$ cat config.mk
export PLATFORM = sky130hd
export DESIGN_NAME = shift_add_mul_flat
export DESIGN_NICKNAME = d
export VERILOG_FILES = /design/src/rtl/shift_add_mul_if.sv /design/src/rtl/shift_add_mul.sv /design/src/flat_wrapper.sv
export SDC_FILE = /design/constraint.sdc
export NUM_CORES = 1
export LEC_CHECK = 0
export BUFFER_PORTS_ARGS = -buffer_cell sky130_fd_sc_hd__clkbuf_2
export CORE_UTILIZATION = 40
export DETAILED_ROUTE_END_ITERATION = 12
export PLACE_DENSITY_LB_ADDON = 0.3
export SETUP_SLACK_MARGIN = 0.5
export SLEW_MARGIN = 20
export SYNTH_ARGS = -nofsm -noshare
export SYNTH_HDL_FRONTEND = slang
export SYNTH_SLANG_ARGS = --single-unit
$ cat constraint.sdc
create_clock -name clk -period 3.3 [get_ports clk]
set_input_delay 0.165 -clock clk [delete_from_list [all_inputs] [get_ports clk]]
set_output_delay 0.165 -clock clk [all_outputs]
set_load 0.005 [all_outputs]
$ cat src/rtl/shift_add_mul_if.sv
// Start/operand/result bundle between a requester and the shift_add_mul unit.
interface shift_add_mul_if #(
    parameter int unsigned N = 8
);
    logic             start;
    logic [N-1:0]     a;
    logic [N-1:0]     b;
    logic             busy;
    logic             done;
    logic [2*N-1:0]   product;

    modport master (output start, a, b, input busy, done, product);
    modport slave  (input start, a, b, output busy, done, product);
endinterface

$ cat src/rtl/shift_add_mul.sv
// Multi-cycle unsigned shift-add multiplier: one N-bit add per cycle, 2N-bit product.
// Optional SHIFT_ADD_MUL_EARLY_TERM_EN exits RUN once the remaining multiplier bits are zero.
module shift_add_mul #(
    parameter int unsigned N = 8
) (
    input  logic            clk,
    input  logic            rst_n,
    shift_add_mul_if.slave  mul
);
    localparam int unsigned CW = $clog2(N) + 1;
    localparam int unsigned AW = 2 * N + 1;
    localparam logic [CW-1:0] LAST = CW'(N - 1);

    typedef enum logic [1:0] {
        S_IDLE = 2'd0,
        S_RUN  = 2'd1,
        S_DONE = 2'd2
    } state_t;

    state_t          r_state;
    logic [N-1:0]    r_mcand;
    logic [AW-1:0]   r_acc;
    logic [CW-1:0]   r_cnt;
    logic            r_busy;
    logic            r_done;
    logic [2*N-1:0]  r_product;

    logic [N-1:0]    w_addend;
    logic [N:0]      w_sum;
    logic [AW-1:0]   w_step;
    logic [AW-1:0]   w_next;
    logic            w_last;
`ifdef SHIFT_ADD_MUL_EARLY_TERM_EN
    localparam logic [N-1:0] ONES = {N{1'b1}};
    logic [CW-1:0]   w_cnt_inc;
    logic [CW-1:0]   w_rem;
`endif

    // One shift-add step; the carry bit of acc is always 0, so folding it into the
    // upper operand keeps the add exact while giving it a reader.
    always_comb begin
        w_addend = r_acc[0] ? r_mcand : '0;
        w_sum    = r_acc[AW-1:N] + {1'b0, w_addend};
        w_step   = {1'b0, w_sum, r_acc[N-1:1]};
`ifdef SHIFT_ADD_MUL_EARLY_TERM_EN
        w_cnt_inc = r_cnt + CW'(1);
        w_rem     = LAST - r_cnt;
        w_last    = ((w_step[N-1:0] & (ONES >> w_cnt_inc)) == '0);
        w_next    = w_last ? (w_step >> w_rem) : w_step;
`else
        w_last    = (r_cnt == LAST);
        w_next    = w_step;
`endif
    end

    // DONE doubles as an accept slot so a held start re-triggers every N+1 cycles.
    always_ff @(posedge clk or negedge rst_n) begin
        if (!rst_n) begin
            r_state   <= S_IDLE;
            r_mcand   <= '0;
            r_acc     <= '0;
            r_cnt     <= '0;
            r_busy    <= 1'b0;
            r_done    <= 1'b0;
            r_product <= '0;
        end else begin
            case (r_state)
                S_IDLE, S_DONE: begin
                    r_done <= 1'b0;
                    if (mul.start) begin
                        r_mcand <= mul.a;
                        r_acc   <= {{(N + 1){1'b0}}, mul.b};
                        r_cnt   <= '0;
                        r_busy  <= 1'b1;
                        r_state <= S_RUN;
                    end else begin
                        r_state <= S_IDLE;
                    end
                end
                S_RUN: begin
                    r_acc <= w_next;
                    r_cnt <= r_cnt + CW'(1);
                    if (w_last) begin
                        r_busy    <= 1'b0;
                        r_done    <= 1'b1;
                        r_product <= w_next[2*N-1:0];
                        r_state   <= S_DONE;
                    end
                end
                default: r_state <= S_IDLE;
            endcase
        end
    end

    assign mul.busy    = r_busy;
    assign mul.done    = r_done;
    assign mul.product = r_product;
endmodule
$ cat src/flat_wrapper.sv
// flat-port wrapper written by rule: the top's interface ports become plain ports
module shift_add_mul_flat 
#(
    parameter int unsigned N = 8
)
  (clk, rst_n, mul_start, mul_a, mul_b, mul_busy, mul_done, mul_product);
  shift_add_mul_if #(.N(N)) mul_i ();
  input  logic clk;
  input  logic rst_n;
  input wire logic [$bits(mul_i.start)-1:0] mul_start;
  input wire logic [$bits(mul_i.a)-1:0] mul_a;
  input wire logic [$bits(mul_i.b)-1:0] mul_b;
  output wire logic [$bits(mul_i.busy)-1:0] mul_busy;
  output wire logic [$bits(mul_i.done)-1:0] mul_done;
  output wire logic [$bits(mul_i.product)-1:0] mul_product;
  assign mul_i.start = mul_start;
  assign mul_i.a = mul_a;
  assign mul_i.b = mul_b;
  assign mul_busy = mul_i.busy;
  assign mul_done = mul_i.done;
  assign mul_product = mul_i.product;
  shift_add_mul #(.N(N)) u_core (.clk(clk), .rst_n(rst_n), .mul(mul_i));
endmodule
==> Word-level counts from Yosys, hierarchy flattened <==
Index checks and enable logic that the tools add are counted.
{ "totals": {"register_bits": 49, "input_bits": 19, "output_inout_bits": 18, "word_cells": 35} }
{ "classes": {"addsub": 2, "n_eq_ne": 5, "muxes": 13, "reduce_logical": 8} }
{ "op_table": {"columns": ["cell", "count"], "rows": [
  ["case mux 17 bit (2 select lines)", 1],
  ["2-to-1 mux 17 bit", 1],
  ["adder 9 x 8 -> 9 bit", 1],
  ["2-to-1 mux 8 bit", 1],
  ["case mux 4 bit (2 select lines)", 1],
  ["AND reduction 2 bit", 4],
  ["adder 4 x 1 -> 4 bit, second input constant", 1],
  ["== test 4 x 3 -> 1 bit, second input constant", 1],
  ["2-to-1 mux 1 bit", 4],
  ["2-to-1 mux 4 bit", 1],
  ["case mux 1 bit (2 select lines)", 2],
  ["case mux 2 bit (2 select lines)", 1],
  ["AND reduction 3 bit", 1],
  ["== test 2 x 1 -> 1 bit, second input constant", 1],
  ["== test 2 bit, second input constant", 1],
  ["logical NOT 2 bit", 1],
  ["2-to-1 mux 2 bit", 1],
  ["inequality test 2 x 1 -> 1 bit, second input constant", 1],
  ["inequality test 2 bit, second input constant", 1],
  ["nonzero test 2 bit", 1],
  ["OR reduction 2 bit", 1]
]} }

==> Longest topological paths before layout <==
{ "depth": {"ltp_word": 4, "ltp_mapped": 8, "depth_no_buf": 7} }

==> Worst setup path before layout <==
No wires, ideal clock.
{ "synth_path": {"path_type": "register -> register", "from": "register u_core.r_acc[0]", "to": "register u_core.r_product[13] (netlist: u_core.mul.product[13])", "arrival_time_ps": 1941, "t_required_ps": 3175, "slack_ps": 1234, "stages_incl_launch_ff": 8, "path_buffers": 0, "period_less_slack_ps": 2066, "path_cell_list": "dfrtp_1 and2_1 ha_1 fa_1 a21o_1 a221oi_4 xnor2_1 mux2_4"} }
{ "synth_between": {"elab_chain_cells": 2} }
{ "synth_lines": {"columns": ["item", "line", "rtl"], "rows": [
  ["start: declaration", "shift_add_mul.sv:22", "logic [AW-1:0] r_acc;"],
  ["start signal: assignment", "shift_add_mul.sv:72", "r_acc <= {{(N + 1){1'b0}}, mul.b};"],
  ["start signal: assignment", "shift_add_mul.sv:81", "r_acc <= w_next;"],
  ["2-to-1 mux 8 bit", "shift_add_mul.sv:42", "w_addend = r_acc[0] ? r_mcand : '0;"],
  ["adder 9 x 8 -> 9 bit", "shift_add_mul.sv:43", "w_sum = r_acc[AW-1:N] + {1'b0, w_addend};"],
  ["end signal: assignment", "shift_add_mul.sv:86", "r_product <= w_next[2*N-1:0];"],
  ["end: declaration", "shift_add_mul.sv:26", "logic [2*N-1:0] r_product;"]
]} }
Every way passes these cells.
A chain may end at the register's enable or synchronous reset.

==> Worst setup path in the final report <==
Ends and elaborated chain as after synthesis.

==> out/qor.csv <==
stage;metric;value;unit
outcome;status;finished clean;
detailed_routing;DRC;0;
global_routing;antenna violations before repair;0;
timing;max frequency;0.443;GHz
critical_path;WP buf/inv;0;
critical_path;cell chain of the critical path;and2_1 > ha_1 > fa_1 > a21o_1 > a221oi_4 > xnor2_1 > mux2_4;
die;std cell rows;26;
worst_hold_path;hold_sp;mul_b[5];
synth;Gate Count Post-Synth;201;
global_routing;GRT Overall Usage;0.170;
layout;commonest non-fill, non-tap cell in the layout;nand2_1;
critical_path;Max Fanout on Critical Path;9;
synth;Seq/Total Area, Yosys;0.542;
timing;Fin. Hold Viols;0;
clocking;Root Driver;clkbuf_8;
synth;Syn Nets;230;
clocking;TritonCTS Buffers;5;
die;die height;76.4;microns
critical_path;nature of the critical path endpoint;register;
placed_design;routability cong.;0.754;
layout;Area Growth Syn to Fin;16.6;%
timing;setup TNS;0;ns
clocking;clock latency on the worst-skew pair;0.30;ns
die;IO Pins;37;
worst_hold_path;Hold Crit Depth;3;
worst_hold_path;worst min path class;input port to register;
critical_path;Worst Reg2Reg Path Length in Cells;7;
clocking;TritonCTS clock tree;yes;
critical_path;Setup Crit Path Kind;register to register;
synth;#FFs+latches synth;48;
timing;final setup fails;0;
timing;Worst-Margin Slew;0.821;ns
synth;Synth area leaders;dfrtp_1 54%, nand2_1 9.3%, ha_1 5.1%;
timing;worst hold slack;0.0664;ns
global_routing;first-pass GRT wire length;7720;microns
layout;nets;269;
critical_path;crit-path leading delay family;adder cells;
detailed_routing;Pre-Repair DR Iteration Count;4;
critical_path;reg2reg start;u_core.r_acc[0]$_DFFE_PN0P_;
layout;most frequent cells in the layout;55 x nand2_1, 48 x dfrtp_1, 36 x clkbuf_2;
synth;most area-hungry cell type in the Yosys netlist;dfrtp_1;
clocking;Longest Clk Path Bufs;2;
timing;post-route clock period utilization;0.685;
synth;post-synthesis cell type count;40;
clocking;CTS clock-pin slew for the worst setup and hold paths;0.09;ns
power_and_ir_drop;power density over the cells;974;nW/um^2
synth;Synth async-reset ratio;1.00;
detailed_routing;Routed Wire Length;4380;microns
die;Die Width;76.4;microns
timing;clk_skew;0.00714;ns
timing;Tmin final;2.26;ns
critical_path;slowest CP cell;dfrtp_1;
clocking;Post CTS Setup Buffer Count;0;
detailed_routing;Starting DRT DRC Count;96;
timing;RSZ-0062 raised after global routing;no;
run;Max Cap Viol;0;
synth;Ys Warns;0;
clocking;cts repair resizes;0;
critical_path;cell depth of the worst setup path;7;
die;total die area;5840;sq um
synth;synthesized area per cell;11.0;sq um
synth;Post-Syn Area;2210;sq um
critical_path;critical path startpoint category;register;
critical_path;r2r endpoint;u_core.mul.product[13]$_DFFE_PN0P_;
timing;Rel. slew slack;0.452;
global_routing;number of global-route vias before repair;1581;
critical_path;crit path DAT;2.45;ns
synth;top cell type's share of synthesized area;0.542;
clocking;CTS H-tree lvls;2;
critical_path;Reg2Reg Setup Slack;1.04;ns
layout;share of layout cells above drive strength 1;0.282;
placed_design;buffers added on ports;36;
detailed_routing;Wirelength per Cell;14.1;microns
detailed_routing;total number of vias;1581;
die;core area;5200;sq um
layout;number of diodes;0;
synth;Post-synth EDFFs;0;
placed_design;Post-Place Cells;302;
global_routing;largest net degree at the start of global routing;27;
critical_path;CP required;3.49;ns
global_routing;total grt overflow;0;
power_and_ir_drop;maximum VDD drop;0.412;mV
placed_design;hpwl dp;2950;microns
layout;# fillers;511;
power_and_ir_drop;Leakage;1.32;nW
detailed_routing;Post-DRT Antenna Nets;0;
critical_path;CP max stage delay;0.47;ns
worst_hold_path;Worst Hold Path EP;u_core.r_acc[5]$_DFFE_PN0P_;
layout;fin cells;311;
synth;Top FF cell, synth;dfrtp_1;
timing;Slew Limit Fails;0;
clocking;CTS Sinks;48;
detailed_routing;vias per inst;5.08;
die;Initial Utilization;0.425;
[worst max-delay path by stage]
stage               slack [ns]                   startpoint                            endpoint
global route              0.92  u_core.r_acc[0]$_DFFE_PN0P_  u_core.mul.product[13]$_DFFE_PN0P_
CTS                       1.03  u_core.r_acc[0]$_DFFE_PN0P_  u_core.mul.product[13]$_DFFE_PN0P_
finish                    1.04  u_core.r_acc[0]$_DFFE_PN0P_  u_core.mul.product[13]$_DFFE_PN0P_
global placement          1.11  u_core.r_acc[0]$_DFFE_PN0P_  u_core.mul.product[13]$_DFFE_PN0P_
detailed placement        1.05  u_core.r_acc[0]$_DFFE_PN0P_  u_core.mul.product[13]$_DFFE_PN0P_
floorplan                 1.23  u_core.r_acc[0]$_DFFE_PN0P_  u_core.mul.product[13]$_DFFE_PN0P_
[flip-flops by register name (all words and copies together) (netlist names)]
register	flops
u_core.r_state	2
u_core.r_acc	16
u_core.r_mcand	8
u_core.mul.product	16
u_core.mul.busy	1
u_core.r_cnt	4
u_core.mul.done	1
[cells in the mapped netlist (all sizes together), types with 2 or more instances]
cell    count
nand2      55
dfrtp      48
mux2       11
a22oi       9
and2        9
ha          9
a22o        6
buf         6
a21o        5
o21ai       5
a21oi       4
o31ai       4
inv         3
and3        2
clkbuf      2
nand3b      2
nor2        2
nor2b       2
xnor2       2
xor2        2
[logic make-up (layout without fill, tap and decap cells)]
family,after synthesis,after routing,synth area share
simple gates,77,77,0.156
flops,48,48,0.542
compound gates,39,39,0.139
mux,12,12,0.0621
buf+inv,11,51,0.0249
fa+ha+maj,10,10,0.0599
xor+xnor,4,4,0.0158
[layer usage]
layer,GRT usage,routed length [microns],up-vias
met5,0,0,-
met4,0.0692,73,0
met3,0.0395,167,7
met2,0.262,2040,32
met1,0.231,2100,767
li1,-,-,775
[power by group]
group / total, mW / switching, mW / leakage (nW) / internal [mW]
Sequential: 1.03 / 0.169 / 0.599 / 0.856
Clock: 0.423 / 0.199 / 0.0541 / 0.224
Combinational: 1.07 / 0.551 / 0.668 / 0.517
[metrics by stage]
step            util  instance area (sq um)  total power [mW]  setup slack, ns
5_1_grt        0.496                   2580              2.73            0.923
3_3_place_gp   0.473                   2460              2.08             1.11
3_5_place_dp   0.473                   2460              2.10             1.05
6_report       0.496                   2580              2.52             1.04
2_1_floorplan      -                   2210              1.80             1.23
4_1_cts        0.496                   2580              2.54             1.03
[worst register-to-register path: cells and delay by family, from the launching register on]
kind,cells,cell delay [ns]
xor+xnor,1,0.12
mux,1,0.26
fa+ha+maj,2,0.62
compound gates,2,0.51
flops,1,0.47
simple gates,1,0.18
[timing repair]
action                                  CTS  global route
endpoints found under the hold margin    25             0
endpoints found under the setup margin    0             0
hold buffers                              1             0
[layout make-up]
| type | count | area [sq um] | area share |
|---|---|---|---|
| sequential | 48 | 1200 | 0.465 |
| multi-input combinational | 142 | 958 | 0.371 |
| timing repair buffer | 40 | 213 | 0.0824 |
| tap | 70 | 87.6 | 0.0339 |
| clock buffer | 5 | 68.8 | 0.0266 |
| clock inverter | 3 | 42.5 | 0.0165 |
| inverter | 3 | 11.3 | 0.00436 |
Note: power is estimated with default switching activity, not from simulation.
